===== src/rtl/score_pkg.sv =====
// Shared types and defaults for the score keeper: BCD digit/score types,
// FSM state encoding and the saturated score value.
package score_pkg;

    localparam int SK_DISP_W      = 8;
    localparam int SK_ACC_W       = 10;
    localparam int SK_DIGITS      = 6;
    localparam int SK_CONV_DIGITS = 4;   // enough decimal digits for 2^ACC_W-1

    typedef logic [3:0] bcd_t;
    typedef bcd_t [SK_DIGITS-1:0] score_t;

    typedef enum logic [2:0] {
        IDLE,
        LOAD,
        CONVERT,
        ADD,
        CHECK
    } sk_state_e;

    localparam score_t SCORE_MAX = {SK_DIGITS{4'h9}};

endpackage


===== src/rtl/score_keeper_bcd_digit_adder.sv =====
// Combinational single-digit BCD adder with decimal carry in and out.
module bcd_digit_adder (
    input  logic [3:0] a,
    input  logic [3:0] b,
    input  logic       cin,
    output logic [3:0] sum,
    output logic       cout
);

    logic [4:0] raw;

    always_comb begin
        raw  = {1'b0, a} + {1'b0, b} + {4'b0000, cin};
        cout = (raw > 5'd9);
        sum  = cout ? 4'(raw - 5'd10) : raw[3:0];
    end

endmodule


===== src/rtl/score_keeper.sv =====
// Accumulates per-frame scroll displacement into a saturating BCD score
// using a digit-serial binary-to-BCD conversion and BCD add; tracks the high score.
module score_keeper
    import score_pkg::*;
#(
    parameter int DISP_W = SK_DISP_W,
    parameter int ACC_W  = SK_ACC_W,
    parameter int DIGITS = SK_DIGITS
) (
    input  logic                  Clk,
    input  logic                  Reset,
    input  logic                  frame_clk,
    input  logic                  refresh_en,
    input  logic [DISP_W-1:0]     displacement,
    input  logic                  game_start,
    input  logic                  game_over,
    output logic [4*DIGITS-1:0]   score_bcd,
    output logic [4*DIGITS-1:0]   high_bcd,
    output logic                  new_high,
    output logic                  busy
);

    localparam int CNT_W = $clog2(ACC_W > DIGITS ? ACC_W : DIGITS) + 1;
    localparam logic [4*DIGITS-1:0] MAX_VAL = {DIGITS{4'h9}};

    logic                          fs1, fs2, fs3;
    logic                          tick, capture;
    logic                          go_prev, go_rise, commit_wait, commit;
    logic [ACC_W-1:0]              pending, pend_base, pend_sat, work;
    logic [ACC_W:0]                pend_sum;
    bcd_t [SK_CONV_DIGITS-1:0]     conv;
    logic [4*SK_CONV_DIGITS-1:0]   conv_adj;
    bcd_t [DIGITS-1:0]             sum_sr;
    logic                          carry;
    logic [3:0]                    dsum;
    logic                          dcout;
    logic                          last_add;
    logic [CNT_W-1:0]              cnt;
    sk_state_e                     state, state_nx;

    // frame_clk is asynchronous: two-flop synchroniser plus rising-edge detect.
    always_ff @(posedge Clk) begin
        if (!Reset) begin
            fs1 <= 1'b1;
            fs2 <= 1'b1;
            fs3 <= 1'b1;
        end else begin
            fs1 <= frame_clk;
            fs2 <= fs1;
            fs3 <= fs2;
        end
    end

    assign tick    = fs2 & ~fs3;
    assign capture = tick & refresh_en & ~game_over & ~game_start;
    assign go_rise = game_over & ~go_prev;
    assign commit  = (state == IDLE) & (go_rise | commit_wait) & ~game_start;

    // In LOAD the old pending moves to the work register, so a capture starts from zero.
    always_comb begin
        pend_base = (state == LOAD) ? '0 : pending;
        pend_sum  = {1'b0, pend_base} + {{(ACC_W+1-DISP_W){1'b0}}, displacement};
        pend_sat  = pend_sum[ACC_W] ? '1 : pend_sum[ACC_W-1:0];
    end

    always_comb begin
        for (int i = 0; i < SK_CONV_DIGITS; i++) begin
            conv_adj[4*i +: 4] = (conv[i] >= 4'd5) ? conv[i] + 4'd3 : conv[i];
        end
    end

    bcd_digit_adder u_adder (
        .a    (sum_sr[0]),
        .b    (conv[0]),
        .cin  (carry),
        .sum  (dsum),
        .cout (dcout)
    );

    // State register
    always_ff @(posedge Clk) begin
        if (!Reset) state <= IDLE;
        else        state <= state_nx;
    end

    // Next-state logic; game_start aborts from any state.
    always_comb begin
        state_nx = state;
        if (game_start) begin
            state_nx = IDLE;
        end else begin
            case (state)
                IDLE:    if (pending != '0 && !game_over) state_nx = LOAD;
                LOAD:    state_nx = CONVERT;
                CONVERT: if (cnt == CNT_W'(ACC_W-1)) state_nx = ADD;
                ADD:     if (cnt == CNT_W'(DIGITS-1)) state_nx = CHECK;
                CHECK:   state_nx = IDLE;
                default: state_nx = IDLE;
            endcase
        end
    end

    // Output decode
    always_comb begin
        busy     = (state != IDLE);
        last_add = (state == ADD) && (cnt == CNT_W'(DIGITS-1));
    end

    always_ff @(posedge Clk) begin
        if (!Reset) begin
            pending     <= '0;
            work        <= '0;
            conv        <= '0;
            sum_sr      <= '0;
            carry       <= 1'b0;
            cnt         <= '0;
            score_bcd   <= '0;
            high_bcd    <= '0;
            new_high    <= 1'b0;
            go_prev     <= 1'b0;
            commit_wait <= 1'b0;
        end else begin
            go_prev <= game_over;
            if (game_start) begin
                pending     <= '0;
                score_bcd   <= '0;
                new_high    <= 1'b0;
                cnt         <= '0;
                commit_wait <= 1'b0;
            end else begin
                if (capture)            pending <= pend_sat;
                else if (state == LOAD) pending <= '0;

                case (state)
                    LOAD: begin
                        work   <= pending;
                        conv   <= '0;
                        sum_sr <= score_bcd;
                        carry  <= 1'b0;
                        cnt    <= '0;
                    end
                    CONVERT: begin
                        conv <= (conv_adj << 1) | {{(4*SK_CONV_DIGITS-1){1'b0}}, work[ACC_W-1]};
                        work <= work << 1;
                        cnt  <= (cnt == CNT_W'(ACC_W-1)) ? '0 : cnt + 1'b1;
                    end
                    ADD: begin
                        // sum_sr rotates so the digit being added is always at index 0.
                        sum_sr <= {dsum, sum_sr[DIGITS-1:1]};
                        conv   <= {4'h0, conv[SK_CONV_DIGITS-1:1]};
                        carry  <= dcout;
                        cnt    <= cnt + 1'b1;
                        if (last_add) score_bcd <= dcout ? MAX_VAL : {dsum, sum_sr[DIGITS-1:1]};
                    end
                    default: ;
                endcase

                // Valid BCD compares correctly as a plain unsigned number, MSD first.
                if (commit) begin
                    commit_wait <= 1'b0;
                    if (score_bcd > high_bcd) begin
                        high_bcd <= score_bcd;
                        new_high <= 1'b1;
                    end
                end else if (go_rise) begin
                    commit_wait <= 1'b1;
                end
            end
        end
    end

endmodule


===== config.mk =====
export PLATFORM = sky130hd
export DESIGN_NAME = score_keeper
export DESIGN_NICKNAME = d
export VERILOG_FILES = /design/src/rtl/score_pkg.sv /design/src/rtl/score_keeper_bcd_digit_adder.sv /design/src/rtl/score_keeper.sv
export SDC_FILE = /design/constraint.sdc
export NUM_CORES = 1
export LEC_CHECK = 0
export ABC_AREA = 1
export CORE_ASPECT_RATIO = 0.7
export CORE_UTILIZATION = 45
export DETAILED_ROUTE_END_ITERATION = 12
export PLACE_DENSITY_LB_ADDON = 0.3
export SYNTH_ARGS = -nofsm -noshare
export SYNTH_HDL_FRONTEND = slang
export SYNTH_SLANG_ARGS = --single-unit

===== constraint.sdc =====
create_clock -name Clk -period 2.45 [get_ports Clk]
set_clock_uncertainty 0.15 [all_clocks]
set_input_delay 0.245 -clock Clk [delete_from_list [all_inputs] [get_ports Clk]]
set_output_delay 0.245 -clock Clk [all_outputs]
set_load 0.02 [all_outputs]

==> impl_metrics.tcl, run 1 <==
set metrics [dict create \
    status "finished with violations" \
    failed_checks "setup timing" \
    ys_ff_latch 123 \
    ioPinCount 64 \
    grt_pass1_vias 5693 \
    clock_latency_ns 0.42 \
    post-route-util_pct 58.2 \
    avgViaCountPerCell 5.20 \
    cts_buffers 17 \
    ir_drop_mv 1.14 \
    fin_nets 1094 \
    synthToLayoutAreaGrowth_pct 26.6 \
    hold_path.class "primary input to flip-flop" \
    yosysWarnings 0 \
    drive_gt1_share_pct 14.4 \
    synth_area_per_cell_um2 7.13 \
    nFillCells 1334 \
    clock_path_buffers 2 \
    slew_violations 0 \
    h-tree-depth 4 \
    crit_type "flip-flop to flip-flop" \
    powerDensity_mw_per_mm2 959 \
    antenna_found_initial 0 \
    yosys-top-cells-area "dfxtp_1 (36%), nand2_1 (10%), a21oi_1 (9.5%)" \
    drt_first_pass_iters 5 \
    post-route-min-period_ns 2.74 \
    dieWidth_um 148 \
    die_h_um 104 \
    hold_viol 0 \
    hpwl_um 11700 \
    core_area_mm2 0.0147 \
    setup_ws_ns -0.290 \
    async_flop_share_pct 0 \
    initial_utilization_pct 46.0 \
    grt_use_met1_pct 33.2 \
    dp.cells 1201 \
    hold_depth 4 \
    globalRouteOverflowTotal 0 \
    gr-usage-met3_pct 5.04 \
    cp_common_cell "inv_2" \
    grt_usage_pct 22.8 \
    grt_max_degree 54 \
    seq_area_frac_synth_pct 36.5 \
    rows 37 \
    crit_fanout 3 \
    cts_tree "done" \
    routedWlPerCell_um 13.9 \
    grt-busiest-layer "met2" \
    grt_setup_unrepaired "true" \
    totalWireLength_um 17300 \
    placed_area_mm2 0.00774 \
    ys.flop_type "dfxtp_1" \
    timing.slew.headroom_pct 60.2 \
    dieArea_mm2 0.0155 \
    ant_nets 0 \
    routabilityCongestion 0.844 \
    syn_area_mm2 0.00675 \
    yosys.area.top_type "dfxtp_1" \
    slowest_delay_ns 0.60 \
    finalSetupViolations 27 \
    layoutNonFillerInstCount 1238 \
    crit_chain "fa_2, fa_2, inv_2, ha_4, inv_2, nor2_2, a21oi_2, nand2_1, nand2_2, inv_2, ha_4, nand2_2, o21ai_1, a21oi_1" \
    routed-via-count 6435 \
    port_buffers 63 \
    final_cell_area_mm2 0.00854 \
    p_leak_nw 3.55 \
    pre_cts_ws_ns -0.269 \
    maxCapViolCount 0 \
    period_share_pct 112 \
    synth_cells 947 \
    critPathArrivalTime_ns 2.89 \
    synth_fp_nets 1011 \
    ys_types 35 \
    fmax_mhz 365 \
    cts.sinks 123 \
    antenna_cells 0 \
    crit_required_ns 2.60 \
    clk_pin_slew_ns 0.06 \
    crit_slowest_cell "fa_2" \
    grt_pass1_wl_um 28100 \
    synth_most_common_cell "nand2_1" \
    cp-start-kind "flip-flop" \
    drcViolationCount 0 \
    ys_top_cells_by_count "nand2_1 (186), a21oi_1 (128), dfxtp_1 (123), inv_1 (122)" \
    cts_root_buffer "clkbuf_16" \
    drt_iter0_drc 565 \
    worstMarginPinSlew_ns 0.596 \
    yosysTopAreaCellShare_pct 36.5 \
    cp-end-kind "flip-flop" \
    synth-edff-count 0 \
    reg2regPathDepth 14 \
    grt_use_met2_pct 33.7 \
]
==> report_power, final <==
part / internal (W) / total (W) / switching (W)
sequential: 0.00216 / 0.00227 / 0.000116
combinational: 0.00131 / 0.00332 / 0.00201
clock: 0.00163 / 0.00260 / 0.000967
total: 0.00510 / 0.00820 / 0.00310
==> worst paths after layout <==
path / end / slack, ns / startpoint
max: sum_sr[21] / -0.29 / conv[0]
min: carry / 0.22 / Reset
max reg2reg: sum_sr[21] / -0.29 / conv[0]
min reg2reg: fs2 / 0.27 / fs1
==> logic make-up after synthesis <==
kind of cell | Yosys count | share of synthesized area [%]
and+or+nand+nor | 336 | 21.5
xor gates and xnor gates | 7 | 0.908
buffers and inverters | 174 | 10.7
adders and majority gates | 50 | 9.60
DFF | 123 | 36.5
AOI/OAI and AO/OA | 257 | 20.9
==> layout by cell type (no fill, tap or decap), types with 19 or more instances in the layout <==
cell type	instances
inv_1	119
nand2_1	181
buf_4	35
ha_1	42
nor2_1	60
a31oi_1	19
o21ai_0	58
clkdlybuf4s50_1	62
a21oi_1	120
nand3_1	55
dfxtp_1	121
==> layer usage <==
| layer | wire length [um] | share of wire [%] |
|---|---|---|
| met5 | 0 | 0 |
| met4 | 170 | 0.98 |
| met3 | 993 | 5.8 |
| met2 | 7330 | 42 |
| met1 | 8770 | 51 |
==> sequential cells by signal, summed over array words and instances (netlist names) <==
| register | cells |
|---|---|
| high_bcd | 24 |
| score_bcd | 24 |
| sum_sr | 24 |
| conv | 16 |
| pending | 10 |
| work | 10 |
| cnt | 5 |
| state | 3 |
| carry | 1 |
| commit_wait | 1 |
| fs1 | 1 |
| fs2 | 1 |
| fs3 | 1 |
| go_prev | 1 |
| new_high | 1 |
==> per-stage QoR <==
step	total power [W]	hold slack [ns]	setup TNS, ns
2_1_floorplan	0.00457	0.188	-0.799
3_3_place_gp	0.00557	0.250	-1.97
3_5_place_dp	0.00561	0.250	-3.54
4_1_cts	0.00819	0.213	-3.84
5_1_grt	0.00865	0.230	-8.50
6_report	0.00820	0.220	-5.59
==> critical path: cells and delay by family (launching register included) <==
| kind | cells | cell delay (ns) |
|---|---|---|
| AOI/OAI and AO/OA | 3 | 0.24 |
| adders and majority gates | 4 | 1.43 |
| buffers and inverters | 3 | 0.18 |
| DFF | 1 | 0.33 |
| and+or+nand+nor | 4 | 0.29 |
==> timing repair <==
item	CTS	global route
cloned	0	0
hold buffers	0	0
resized for setup	11	26
pin swaps	2	10
setup endpoints to repair	26	37
buffers inserted	4	5
==> cell type report <==
class	count	area, um^2	share of cell area, %
multi-input combinational	650	3710	43.5
sequential	123	2460	28.8
timing repair buffer	105	1010	11.8
inverter	133	502	5.87
clock buffer	19	443	5.18
tap	195	244	2.86
clock inverter	13	166	1.95
No activity file was read; power rests on OpenSTA's default activity.
==> run 2: changes to the inputs <==
--- a/config.mk
+++ b/config.mk
@@ -7,4 +7,5 @@
 export LEC_CHECK = 0
 export ABC_AREA = 1
+export CAP_MARGIN = 25
 export CORE_ASPECT_RATIO = 0.7
 export CORE_UTILIZATION = 45
==> constraint.sdc (replaced) <==
create_clock -name Clk -period 2.45 [get_ports Clk]
set_clock_uncertainty 0.15 [all_clocks]
set_input_delay 0.3675 -clock Clk [delete_from_list [all_inputs] [get_ports Clk]]
set_output_delay 0.3675 -clock Clk [all_outputs]
set_load 0.02 [all_outputs]
==> run 2 against run 1 <==
  * The run still ends with setup timing left
  * Design area up 2.1%
  * Final cell count grew 1.1%
  * Setup slack worse by 0.014 ns
  * Sequential power barely moved
  * Global-route usage rose by 0.96 points
  * Sequential share of layout area is 0.57 points lower
  * Non-clock buffer count is 13 higher
  * Count of clock-buffer cells in the layout rose by 1
  * Core utilization grew 1.2 points
  * Total power down 1.2%
  * Largest cell class unchanged
==> impl_metrics.tcl, run 2 (synthesized netlist as in run 1, its figures left out) <==
set metrics [dict create \
    die_h_um 104 \
    post-route-min-period_ns 2.75 \
    multi_input_area_mm2 0.00378 \
    routabilityCongestion 0.817 \
    p_leak_nw 3.63 \
    routed-via-count 6568 \
    drt_iter0_drc 566 \
    antenna_found_initial 0 \
    maxCapViolCount 0 \
    p_total_w 0.00810 \
    top_regs "high_bcd (24), score_bcd (24), sum_sr (24)" \
    rows 37 \
    synthToLayoutAreaGrowth_pct 29.2 \
    fmax_mhz 363 \
    initial_utilization_pct 46.0 \
    crit_required_ns 2.60 \
    setup_ws_ns -0.303 \
    crit_chain "fa_2, fa_2, inv_2, ha_4, inv_4, nor2_4, a21oi_2, nand2_2, nand2_4, inv_4, ha_4, nand2_1, o21ai_1, a21oi_1" \
    setup_tns_ns -6.02 \
    routedWlPerCell_um 14.6 \
    totalWireLength_um 18200 \
    status "finished with violations" \
    port_buffers 63 \
    grt_setup_unrepaired "true" \
    drive_gt1_share_pct 17.0 \
    cts.sinks 123 \
    fin_nets 1108 \
    drt_first_pass_iters 5 \
    finalSetupViolations 26 \
    globalRouteOverflowTotal 0 \
    core_area_mm2 0.0147 \
    grt-busiest-layer "met1" \
    slew_violations 0 \
    failed_checks "setup timing" \
    critPathArrivalTime_ns 2.90 \
    powerDensity_mw_per_mm2 929 \
    cts_buffers 17 \
    crit_slowest_cell "fa_2" \
    drcViolationCount 0 \
    hold_viol 0 \
    crit_fanout 3 \
    grt_pass1_vias 5945 \
    nFillCells 1337 \
    ctsHoldBuffers 0 \
    final_common_cell "nand2_1" \
    cts_tree "done" \
    clock_path_buffers 2 \
    ir_drop_mv 1.24 \
    grt_use_met2_pct 35.0 \
    antenna_cells 0 \
    clock_latency_ns 0.42 \
    clk_pin_slew_ns 0.06 \
    grt_usage_pct 23.8 \
    ant_nets 0 \
    ioPinCount 64 \
    period_share_pct 112 \
    cp-end-kind "flip-flop" \
    seqCellArea_mm2 0.00247 \
    hpwl_um 12100 \
    post-route-util_pct 59.4 \
    grt_pass1_wl_um 29400 \
    dieWidth_um 148 \
    holdWs_ns 0.189 \
    timing.slew.headroom_pct 63.8 \
    worstMarginPinSlew_ns 0.542 \
    layout_common_cells "nand2_1 (178), dfxtp_1 (120), inv_1 (118)" \
    crit_type "flip-flop to flip-flop" \
    grt_use_met1_pct 35.0 \
    hold_path.class "primary input to flip-flop" \
    dieArea_mm2 0.0155 \
    h-tree-depth 4 \
    avgViaCountPerCell 5.25 \
    grt_max_degree 40 \
    slowest_delay_ns 0.57 \
    cts_root_buffer "clkbuf_16" \
    cp-start-kind "flip-flop" \
    gr-usage-met3_pct 3.90 \
]
-- run 2: path summary, 6_finish.rpt --
path | start | to | slack [ns] | cells after the start
min | Reset | high_bcd[21] | 0.19 | 3
max reg2reg | carry | sum_sr[21] | -0.30 | 14
max | carry | sum_sr[21] | -0.30 | 14
min reg2reg | fs1 | fs2 | 0.27 | 1
-- run 2: power by group --
part,leakage [nW],internal (W),switching (W)
logic,2.35,0.00132,0.00203
registers,0.994,0.00216,0.000116
clock network,0.278,0.00154,0.000934
-- run 2: cell type report --
class	count	share of cell area, %
tap	195	2.80
multi-input combinational	650	43.4
sequential	123	28.3
timing repair inverter	1	0.100
clock buffer	20	5.24
inverter	133	5.87
clock inverter	11	1.38
timing repair buffer	118	13.0
-- run 2: layer usage --
| metal | vias to the layer above | part of all wire, % |
|---|---|---|
| met1 | 3037 | 51 |
| met2 | 193 | 43 |
| met4 | 0 | 1.1 |
| met5 | - | 0 |
| li1 | 3318 | - |
| met3 | 20 | 5.2 |
-- run 2: critical path, delay by kind of cell (launching register included) --
family | cells | cell delay [ns]
AO/OA/AOI/OAI | 3 | 0.34
adder cells (fa/ha/maj) | 4 | 1.38
buffers and inverters | 3 | 0.15
flip-flops | 1 | 0.33
AND/OR/NAND/NOR | 4 | 0.29
-- run 2: per-stage QoR --
stage | std cells | area, um^2 | setup slack [ns]
floorplan | 947 | 6760 | -0.159
global placement | 1206 | 7790 | -0.212
detailed placement | 1206 | 7790 | -0.295
CTS | 1248 | 8520 | -0.188
global route | 1251 | 8720 | -0.413
finish | 1251 | 8720 | -0.303
-- run 2: timing repair --
action | in CTS | in global routing
setup buffers | 10 | 4
gates cloned | 1 | 0
pin swaps | 6 | 12
endpoints found under the setup margin | 26 | 36
resized for setup | 18 | 47
